File: config.mk
export PLATFORM = sky130hd
export DESIGN_NAME = pcl_prefetch_unit
export DESIGN_NICKNAME = d
export VERILOG_FILES = /design/src/rtl/pcl_fetch_pkg.sv /design/src/rtl/pcl_fetch_queue.sv /design/src/rtl/pcl_prefetch_unit.sv
export SDC_FILE = /design/constraint.sdc
export NUM_CORES = 1
export LEC_CHECK = 0
export CAP_MARGIN = 30
export CORE_UTILIZATION = 55
export CTS_CLUSTER_DIAMETER = 60
export DETAILED_ROUTE_END_ITERATION = 8
export MAX_ROUTING_LAYER = met4
export PLACE_DENSITY = 0.78
export SYNTH_ARGS = -nofsm -noshare
export SYNTH_HDL_FRONTEND = slang
export SYNTH_SLANG_ARGS = --single-unit
File: constraint.sdc
create_clock -name clk -period 3.25 [get_ports clk]
set_input_delay 0.4875 -clock clk [delete_from_list [all_inputs] [get_ports clk]]
set_output_delay 0.4875 -clock clk [all_outputs]
set_load 0.1 [all_outputs]
File: src/rtl/pcl_fetch_pkg.sv
// Shared types and width helpers for the prefetch unit and its queue.
// The optional response bypass is enabled by defining PCL_FETCH_BYPASS_EN.
package pcl_fetch_pkg;

  localparam int FETCH_ADDR_W = 32;
  localparam int FETCH_INST_W = 32;

  // One queue slot at the default widths (the queue stores the fields in separate arrays).
  typedef struct packed {
    logic [FETCH_ADDR_W-1:0] pc;
    logic [FETCH_INST_W-1:0] inst;
    logic                    filled;
  } fetch_entry_t;

  function automatic int pc_step(input int inst_w);
    return inst_w / 8;
  endfunction

  function automatic int ptr_width(input int depth);
    return (depth > 1) ? $clog2(depth) : 1;
  endfunction

  function automatic int cnt_width(input int depth);
    return $clog2(depth + 1);
  endfunction

  function automatic int drop_width(input int depth);
    return $clog2(2 * depth + 1);
  endfunction

endpackage

File: src/rtl/pcl_fetch_queue.sv
// Circular prefetch buffer: entries are allocated in request order, filled in
// response order and popped in order; head..fill are filled, fill..tail are pending.
module pcl_fetch_queue
  import pcl_fetch_pkg::*;
#(
  parameter int ADDR_W = FETCH_ADDR_W,
  parameter int INST_W = FETCH_INST_W,
  parameter int DEPTH  = 4,
  localparam int PTR_W = ptr_width(DEPTH),
  localparam int CNT_W = cnt_width(DEPTH)
) (
  input  logic              clk,
  input  logic              rst,
  input  logic              flush,
  input  logic              alloc,
  input  logic [ADDR_W-1:0] alloc_pc,
  input  logic              fill,
  input  logic [INST_W-1:0] fill_inst,
  input  logic              pop,
  output logic              head_filled,
  output logic [ADDR_W-1:0] head_pc,
  output logic [INST_W-1:0] head_inst,
  output logic              full,
  output logic [CNT_W-1:0]  unfilled_cnt
);

  logic [PTR_W-1:0]  head_reg, tail_reg, fill_reg;
  logic [CNT_W-1:0]  alloc_cnt_reg, unfilled_cnt_reg;
  logic [CNT_W-1:0]  alloc_cnt_next, unfilled_cnt_next;
  logic [ADDR_W-1:0] pc_mem   [DEPTH];
  logic [INST_W-1:0] inst_mem [DEPTH];

  logic do_alloc, do_fill, do_pop, head_waiting, pop_unfilled;

  assign full         = (alloc_cnt_reg == CNT_W'(DEPTH));
  assign head_filled  = (alloc_cnt_reg != unfilled_cnt_reg);
  assign head_waiting = ~head_filled & (unfilled_cnt_reg != '0);
  assign unfilled_cnt = unfilled_cnt_reg;

  assign do_alloc = alloc & ~flush & ~full;
  assign do_fill  = fill & ~flush & (unfilled_cnt_reg != '0);
  // A pop of a still-pending head is only legal when its data arrives this cycle.
  assign do_pop       = pop & ~flush & (head_filled | (head_waiting & do_fill));
  assign pop_unfilled = do_pop & ~head_filled;

  assign head_pc   = pc_mem[head_reg];
  assign head_inst = inst_mem[head_reg];

  always_comb begin
    alloc_cnt_next    = alloc_cnt_reg + CNT_W'(do_alloc) - CNT_W'(do_pop);
    unfilled_cnt_next = unfilled_cnt_reg + CNT_W'(do_alloc) - CNT_W'(do_fill);
  end

  always_ff @(posedge clk) begin
    if (rst || flush) begin
      head_reg         <= '0;
      tail_reg         <= '0;
      fill_reg         <= '0;
      alloc_cnt_reg    <= '0;
      unfilled_cnt_reg <= '0;
    end else begin
      if (do_alloc) tail_reg <= tail_reg + PTR_W'(1);
      if (do_fill)  fill_reg <= fill_reg + PTR_W'(1);
      if (do_pop)   head_reg <= head_reg + PTR_W'(1);
      alloc_cnt_reg    <= alloc_cnt_next;
      unfilled_cnt_reg <= unfilled_cnt_next;
    end
  end

  always_ff @(posedge clk) begin
    if (do_alloc) pc_mem[tail_reg] <= alloc_pc;
    if (do_fill && !pop_unfilled) inst_mem[fill_reg] <= fill_inst;
  end

endmodule

File: src/rtl/pcl_prefetch_unit.sv
// Fetch front end: PC generator, in-order memory request port and prefetch queue
// with redirect flush and stale-response dropping. Define PCL_FETCH_BYPASS_EN for
// same-cycle response-to-decode forwarding.
module pcl_prefetch_unit
  import pcl_fetch_pkg::*;
#(
  parameter int              ADDR_W     = 32,
  parameter int              INST_W     = 32,
  parameter logic [ADDR_W-1:0] START_ADDR = '0,
  parameter int              DEPTH      = 4
) (
  input  logic              clk,
  input  logic              rst,
  input  logic              iRedirEn,
  input  logic [ADDR_W-1:0] iRedirPc,
  output logic              oReqVld,
  output logic [ADDR_W-1:0] oReqAddr,
  input  logic              iReqRdy,
  input  logic              iRspVld,
  input  logic [INST_W-1:0] iRspInst,
  output logic              oInstVld,
  output logic [INST_W-1:0] oInst,
  output logic [ADDR_W-1:0] oInstPc,
  input  logic              iInstRdy
);

  localparam int PC_STEP = pc_step(INST_W);
  localparam int CNT_W   = cnt_width(DEPTH);
  localparam int DROP_W  = drop_width(DEPTH);
  localparam logic [ADDR_W-1:0] ALIGN_MASK = ~ADDR_W'(PC_STEP - 1);

  logic [ADDR_W-1:0] req_pc_reg;
  logic [DROP_W-1:0] drop_cnt_reg, drop_cnt_next;
  logic [DROP_W:0]   drop_sum;

  logic              q_head_filled, q_full;
  logic [ADDR_W-1:0] q_head_pc;
  logic [INST_W-1:0] q_head_inst;
  logic [CNT_W-1:0]  q_unfilled_cnt;

  logic req_fire, rsp_drop, rsp_take, bypass, pop;

  assign oReqVld  = ~rst & ~iRedirEn & ~q_full;
  assign oReqAddr = req_pc_reg;
  assign req_fire = oReqVld & iReqRdy;

  assign rsp_drop = iRspVld & (drop_cnt_reg != '0);
  assign rsp_take = iRspVld & (drop_cnt_reg == '0) & ~iRedirEn;

`ifdef PCL_FETCH_BYPASS_EN
  // Head is pending and this response is its data: forward it straight to decode.
  assign bypass = rsp_take & ~q_head_filled & (q_unfilled_cnt != '0);
`else
  assign bypass = 1'b0;
`endif

  assign oInstVld = q_head_filled | bypass;
  assign oInst    = q_head_filled ? q_head_inst : (bypass ? iRspInst : '0);
  assign oInstPc  = oInstVld ? q_head_pc : '0;
  assign pop      = oInstVld & iInstRdy & ~iRedirEn;

  // Responses still in flight for flushed entries must be discarded when they return.
  always_comb begin
    drop_sum      = (DROP_W+1)'(q_unfilled_cnt) + {1'b0, drop_cnt_reg};
    drop_cnt_next = drop_cnt_reg;
    if (iRedirEn) begin
      if (!iRspVld)
        drop_cnt_next = DROP_W'(drop_sum);
      else if (drop_sum != '0)
        drop_cnt_next = DROP_W'(drop_sum - (DROP_W+1)'(1));
      else
        drop_cnt_next = '0;
    end else if (rsp_drop) begin
      drop_cnt_next = drop_cnt_reg - DROP_W'(1);
    end
  end

  always_ff @(posedge clk) begin
    if (rst) begin
      req_pc_reg   <= START_ADDR;
      drop_cnt_reg <= '0;
    end else begin
      drop_cnt_reg <= drop_cnt_next;
      if (iRedirEn)
        req_pc_reg <= iRedirPc & ALIGN_MASK;
      else if (req_fire)
        req_pc_reg <= req_pc_reg + ADDR_W'(PC_STEP);
    end
  end

  pcl_fetch_queue #(
    .ADDR_W (ADDR_W),
    .INST_W (INST_W),
    .DEPTH  (DEPTH)
  ) u_queue (
    .clk          (clk),
    .rst          (rst),
    .flush        (iRedirEn),
    .alloc        (req_fire),
    .alloc_pc     (req_pc_reg),
    .fill         (rsp_take),
    .fill_inst    (iRspInst),
    .pop          (pop),
    .head_filled  (q_head_filled),
    .head_pc      (q_head_pc),
    .head_inst    (q_head_inst),
    .full         (q_full),
    .unfilled_cnt (q_unfilled_cnt)
  );

endmodule

==> results of run 1 <==
[metrics by stage]
step                hold slack [ps]  instances
detailed placement            485.5       1185
floorplan                     469.2        761
global placement              482.1       1185
CTS                           492.2       1241
finish                        494.6       1241
global route                  507.5       1241
[synth_stat cells, types with 2 or more instances]
cell and number:
buf_6 2, xor2_1 19, o22ai_1 2, a31oi_1 7, buf_4 4, nand4_1 15
buf_1 3, a21oi_1 13, nor3_1 5, nand2_1 35, nor2b_1 63, a211oi_1 14
o21ai_1 3, ha_1 19, mux2i_1 2, o21a_1 2, and2_1 19, mux4_2 62
a311oi_1 2, o21ai_0 7, a31o_2 2, nand4b_1 2, clkbuf_8 3, xnor2_1 16
nand3_1 15, and4_1 4, and3_1 4, inv_1 21, nor2_1 30, dfxtp_1 48
nor3_4 2, clkbuf_1 19, nand3_2 2, fa_1 3, or3_1 4, buf_2 9
nor3_2 3, edfxtp_1 248
[power breakdown]
part / switching (W) / internal (W) / leakage, nW
Combinational: 0.000845 / 0.000294 / 2.11
Clock: 0.00139 / 0.00205 / 0.503
Sequential: 0.0000801 / 0.00417 / 2.65
[tightest hold or removal path: stages, from the launching register on]
cell and delay, ps:
dfxtp_1 330, nand2_1 60, a21oi_1 50
[area by class of cell]
class	instances	area, µm²	share of cell area, %
inverters	22	82.58	0.5435
multi-input cells	402	3714	24.44
well taps	280	350.3	2.306
clock inverters	19	186.4	1.227
repair buffers	185	1619	10.66
flip-flops and latches	296	8413	55.37
clock buffers	37	828.3	5.452
[per-layer routing]
metal / track usage (%) / share of wire (%) / vias to the layer above
met2: 35.26 / 48 / 255
met3: 3.527 / 7.3 / 38
met1: 31.87 / 43 / 3616
met5: - / 0 / -
met4: 4.908 / 1.7 / 0
li1: - / - / 3264
[logic make-up after synthesis]
logic type / Yosys count
buf+inv: 63
flops: 296
mux: 65
other cells: 1
simple gates: 217
fa+ha+maj: 22
xor+xnor: 35
compound gates: 59
[worst max path at each step]
stage	start	end	slack, ps	cells after the start
6_report	u_queue.unfilled_cnt[2]$_SDFF_PP0_	oInstPc[31]	220	5
5_1_grt	u_queue.alloc_cnt_reg[1]$_SDFF_PP0_	oInstPc[31]	60	5
4_1_cts	u_queue.unfilled_cnt[2]$_SDFF_PP0_	oInstPc[31]	160	5
3_5_place_dp	iRedirEn	u_queue.alloc_cnt_reg[2]$_SDFF_PP0_	180	10
3_3_place_gp	iRedirEn	u_queue.alloc_cnt_reg[2]$_SDFF_PP0_	270	10
2_1_floorplan	flop	oInstPc[10]	280	4
[layout by cell type, fill, tap and decap left out, drive strengths merged, types with 3 or more instances in the layout]
cell	Yosys	final
nor3	10	10
clkinv	0	14
inv	22	23
dfxtp	48	48
bufinv	0	3
and2	21	21
xnor2	16	16
nor2b	63	63
o21ai	10	10
nand4	17	17
nand2	35	35
edfxtp	248	248
a211oi	15	15
nor2	30	30
a31oi	7	7
or3	4	4
ha	19	19
clkdlybuf4s50	0	67
and3	5	5
and4	4	4
a21oi	13	13
nand3	17	17
a311oi	3	3
xor2	19	19
conb	1	4
mux4	62	62
fa	3	3
buf	19	118
clkbuf	22	37
==> results.py, run 1 <==
metrics = {
    "outcome": {
        "status": "finished, violations left",
        "violations": "DRC",
    },
    "clock_tree": {
        "clk_latency_ps": 540,
        "cts_tree": "done",
        "cts_buffers": 30,
        "cts_resized": 0,
        "post_cts_buffers": 0,
        "ctsHoldBuffers": 0,
        "clockBufferDepth": 3,
        "h-tree-depth": 1,
        "clkTransAtPathRegs_ps": 60,
        "clockRootBuffer": "clkbuf_16",
        "clock_sinks": 296,
    },
    "synthesis": {
        "postSynthAreaPerCell_um2": 16.41,
        "synth_mux_area_share_pct": 11.48,
        "synth_cells": 758,
        "ys_ff_latch": 296,
        "synth_area_leaders": "edfxtp_1 60%, mux4_2 11%, dfxtp_1 7.7%",
        "synthAdderAreaFrac_pct": 2.395,
        "netlist_area_um2": 12440,
        "synth_top_family_by_area": "multiplexers",
        "synthXorXnorAreaFrac_pct": 2.465,
        "synth-compound-area-share_pct": 3.179,
        "yosysWarnings": 0,
        "synthFlopType": "edfxtp_1",
        "async_flop_share_pct": 0,
        "synth_cell_types": 63,
        "seq_area_frac_synth_pct": 67.61,
        "synth-simple-area-share_pct": 10.17,
        "synth.largest_area_cell": "edfxtp_1",
        "synth_edf_count": 248,
        "synth_top_area_share_pct": 59.89,
    },
    "floorplan": {
        "die_h_um": 152.4,
        "io_pins": 168,
        "core-area_um2": 22030,
        "die_x_um": 152.4,
        "core.rowCount": 54,
        "start_util_pct": 56.46,
        "dieArea_um2": 23220,
    },
    "sta": {
        "skew_ps": 9.959,
        "setup_viol": 0,
        "fmax_ghz": 0.3304,
        "rsz0062_at_grt": "false",
        "finalHoldViolCount": 0,
        "timing.slew.headroom_pct": 43.47,
        "tns_ps": 0,
        "layout_setup_ws_ps": 223.3,
        "slew_violations": 0,
        "layout_min_cycle_time_ps": 3027,
        "fin_crit_sh_pct": 93.13,
        "tightest_slew_ps": 847.9,
    },
    "placement": {
        "post-place-ws_ps": 182.9,
        "dp_hpwl_mm": 16.00,
        "gp_congestion": 0.8018,
        "dpl_cell_area_um2": 14180,
        "portBuffers": 161,
    },
    "grt": {
        "track_usage_pct": 22.63,
        "grt_overflow": 0,
        "grt_pass1_vias": 6930,
        "antenna_found_initial": 0,
        "grt_pass1_wl_mm": 39.20,
        "grt_max_degree": 64,
    },
    "critical_path": {
        "critPathBufInv": 2,
        "path_cells": "xor2_1 -> nor3_4 -> buf_4 -> nor2b_1 -> buf_4",
        "max_stage_delay_ps": 700,
        "cp_slowest_cell": "buf_4",
        "endpoint_kind": "output port",
        "start_kind": "flop",
        "required_ps": 2760,
        "r2r-start": "u_queue.alloc_cnt_reg[1]$_SDFF_PP0_",
        "crit_arrival_ps": 2540,
        "reg2reg_setup_slack_ps": 800,
        "crit_top_cell": "buf_4",
        "critical_path_class": "reg -> out",
        "rr_worst_depth": 11,
        "crit_family": "buffers and inverters",
        "crit_fanout": 63,
        "r2r_end": "u_queue.alloc_cnt_reg[2]$_SDFF_PP0_",
    },
    "run": {
        "maxCapViolCount": 0,
    },
    "pwr": {
        "ir_drop_mv": 0.4267,
        "p_leak_nw": 5.259,
        "power.density_nw_per_um2": 581.2,
        "total_power_w": 0.008831,
    },
    "routing": {
        "totalWireLength_mm": 25.28,
        "vias": 7173,
        "via_per_inst": 5.780,
        "routedWlPerCell_um": 20.37,
        "drc_errors": 13,
        "drt_iter0_drc": 500,
        "ant_nets": 0,
        "drtPass1Iterations": 7,
    },
    "finish": {
        "final_core_util_pct": 68.98,
        "nNetsFinal": 1029,
        "postLayoutCellArea_um2": 15190,
        "largest_register_ffs": 128,
        "drive_above_1_share_pct": 26.12,
        "nFillCells": 1461,
        "area_growth_pct": 22.18,
        "antenna_cells": 0,
        "regMostFlops": "u_queue.inst_mem",
    },
    "hold_path": {
        "min_to": "u_queue.tail_reg[1]$_SDFFE_PP0P_",
        "hold_class": "reg -> reg",
        "hold_path_startpoint": "u_queue.tail_reg[1]$_SDFFE_PP0P_",
        "holdPathStages": 2,
    },
}
Power figures use the tool's default switching activity.
==> run 2, diff against run 1 <==
- ABC_AREA: unset -> 1
- CORE_UTILIZATION: 55 -> 56
- SYNTH_HIERARCHICAL: unset -> 1
==> run 2 against run 1 <==
Effect of this change: the flow now finishes without violations; cell count up 48%; global-route usage up 4.3 points; worst hold slack better by 14 ps; flip-flop and latch count up 8; count of clock-buffer cells in the layout up 3; die area up 5.7%; largest power group unchanged; highest routed layer unchanged.
==> results.py, run 2 <==
metrics = {
    "synthesis": {
        "ys_top_cells_by_count": "256 x edfxtp_1, 236 x nand2_1, 222 x nor2_1, 128 x inv_1, 97 x o21ai_0",
        "synthFlopType": "edfxtp_1",
        "synth_cells": 1320,
        "synth_top_area_share_pct": 57.42,
        "seq_area_frac_synth_pct": 64.59,
        "synth_edf_count": 256,
        "async_flop_share_pct": 0,
        "synth_area_leaders": "edfxtp_1 57%, dfxtp_1 7.2%, nand2_1 6.6%",
        "synth.most_common_cell": "edfxtp_1",
        "yosysWarnings": 6,
        "ys_ff_latch": 304,
        "postSynthAreaPerCell_um2": 10.14,
        "netlist_area_um2": 13390,
        "synth.largest_area_cell": "edfxtp_1",
        "synth_cell_types": 36,
    },
    "finish": {
        "layout_commonest_cell": "edfxtp_1",
        "area_growth_pct": 27.54,
        "final_core_util_pct": 72.75,
        "antenna_cells": 0,
        "final_cell_mix": "256 x edfxtp_1, 235 x nand2_1, 214 x nor2_1",
        "nNetsFinal": 1580,
        "drive_above_1_share_pct": 14.08,
    },
    "clock_tree": {
        "clkTransAtPathRegs_ps": 70,
        "clock_sinks": 304,
        "clockRootBuffer": "clkbuf_16",
        "post_cts_buffers": 0,
        "clk_latency_ps": 560,
        "cts_buffers": 29,
        "clockBufferDepth": 3,
        "cts_tree": "done",
        "h-tree-depth": 1,
    },
    "critical_path": {
        "crit_top_cell": "buf_12",
        "critPathBufInv": 4,
        "path_cells": "inv_4 -> buf_12 -> o21ai_1 -> o22ai_1 -> nand2_1 -> inv_1 -> buf_12",
        "start_kind": "flop",
        "max_stage_delay_ps": 510,
        "crit_family": "buffers and inverters",
        "endpoint_kind": "output port",
        "required_ps": 2760,
        "cp_slowest_cell": "dfxtp_4",
        "crit_fanout": 57,
        "crit_arrival_ps": 2660,
        "critical_path_class": "reg -> out",
    },
    "routing": {
        "drt_iter0_drc": 771,
        "drtPass1Iterations": 5,
        "drc_errors": 0,
        "routedWlPerCell_um": 17.02,
        "vias": 10096,
        "ant_nets": 0,
        "totalWireLength_mm": 31.19,
        "via_per_inst": 5.511,
    },
    "grt": {
        "track_usage_pct": 26.94,
        "antenna_found_initial": 0,
        "grt_use_met2_pct": 47.45,
        "grt_overflow": 0,
        "grt_max_degree": 65,
        "grt_pass1_vias": 9957,
        "met1_usage_pct": 32.98,
        "busiest_layer": "met2",
        "grt_pass1_wl_mm": 49.66,
        "gr-usage-met3_pct": 2.963,
    },
    "pwr": {
        "ir_drop_mv": 0.4263,
        "power.density_nw_per_um2": 488.3,
        "p_leak_nw": 6.685,
        "total_power_w": 0.008339,
    },
    "sta": {
        "slew_violations": 0,
        "rsz0062_at_grt": "false",
        "timing.slew.headroom_pct": 54.88,
        "layout_min_cycle_time_ps": 3149,
        "skew_ps": 11.94,
        "setup_viol": 0,
        "fmax_ghz": 0.3175,
        "finalHoldViolCount": 0,
        "fin_crit_sh_pct": 96.90,
        "tightest_slew_ps": 676.8,
    },
    "floorplan": {
        "dieArea_um2": 24530,
        "die_h_um": 156.6,
        "io_pins": 168,
        "core-area_um2": 23470,
        "die_x_um": 156.6,
        "core.rowCount": 56,
        "start_util_pct": 57.04,
    },
    "placement": {
        "dp_hpwl_mm": 20.02,
        "portBuffers": 163,
        "gp_congestion": 1.011,
    },
    "outcome": {
        "status": "finished clean",
    },
    "run": {
        "maxCapViolCount": 0,
    },
    "hold_path": {
        "hold_class": "in -> reg",
    },
}
==> run 2: cell types whose count changed in the layout (fill, tap and decap cells not counted), moves of 63 or more <==
| cell | previous run | this run |
|---|---|---|
| nand2_1 | 35 | 235 |
| nor2_1 | 30 | 214 |
| o21ai_0 | 7 | 97 |
| nor2b_1 | 63 | 0 |
| inv_1 | 21 | 127 |
| buf_12 | 5 | 73 |
==> run 2: layer usage <==
layer / wire length (µm) / vias to the layer above / part of all wire [%]
met5: 0 / - / 0
met4: 743 / 0 / 2.4
met3: 2249 / 69 / 7.2
met2: 15960 / 484 / 51
met1: 12230 / 4741 / 39
li1: - / 4802 / -
==> run 2: cells by family after synthesis <==
logic type                 count (synthesis)  synth area share [%]
AOI/OAI and AO/OA                        277                 11.22
xor gates and xnor gates                  16                 1.047
buffers and inverters                    197                 6.130
and+or+nand+nor                          505                 14.94
other                                      1               0.02801
DFF                                      304                 64.59
adders and majority gates                 20                 2.037
==> run 2: worst paths after layout <==
check | from | endpoint | slack (ps) | cells after the start
worst max register to register | u_queue/alloc_cnt_reg[1]$_SDFF_PP0_ | u_queue/unfilled_cnt[1]$_SDFF_PP0_ | 630 | 14
worst min-delay path | iRedirPc[7] | oReqAddr[7]$_SDFFE_PP0P_ | 510 | 3
worst min register to register | u_queue/head_reg[1]$_SDFFE_PP0P_ | flop | 510 | 2
worst max-delay path | flop | oInstPc[14] | 100 | 7
==> run 2: cell type report <==
class | count | area, µm²
clock inverters | 14 | 117.6
well taps | 319 | 399.1
clock buffers | 40 | 817.0
inverters | 133 | 504.2
repair buffers | 194 | 2541
flip-flops and latches | 304 | 8653
multi-input cells | 828 | 4044
fillers | 1570 | 6396
==> run 2: worst min-delay path: cells and delay by family <==
kind	cells	cell delay, ps
AO/OA/AOI/OAI	1	70
buffers and inverters	1	390
AND/OR/NAND/NOR	1	60
==> run 2: per-stage QoR <==
| step | instance area [µm²] | cells | TNS, ps | hold WS [ps] | setup WS, ps |
|---|---|---|---|---|---|
| after global routing | 17080 | 1832 | 0 | 520.3 | 2.020 |
| final | 17080 | 1832 | 0 | 508.3 | 100.8 |
| after floorplan | 13530 | 1329 | -390.2 | 462.6 | -179.2 |
| after detailed placement | 16140 | 1778 | 0 | 497.9 | 257.8 |
| after CTS | 17070 | 1832 | 0 | 502.1 | 61.80 |
| after global placement | 16140 | 1778 | 0 | 481.7 | 270.5 |
==> run 2: what timing repair did <==
action,CTS,global route
endpoints found under the setup margin,0,6
hold buffers,0,0
resized for setup,0,1
endpoints found under the hold margin,0,0
==> run 2: report_power, final <==
group          leakage (nW)  total (W)  switching [W]  internal (W)
registers              2.74    0.00434      0.0000817       0.00426
logic                  3.48   0.000741       0.000500      0.000240
clock network         0.462    0.00325        0.00141       0.00185
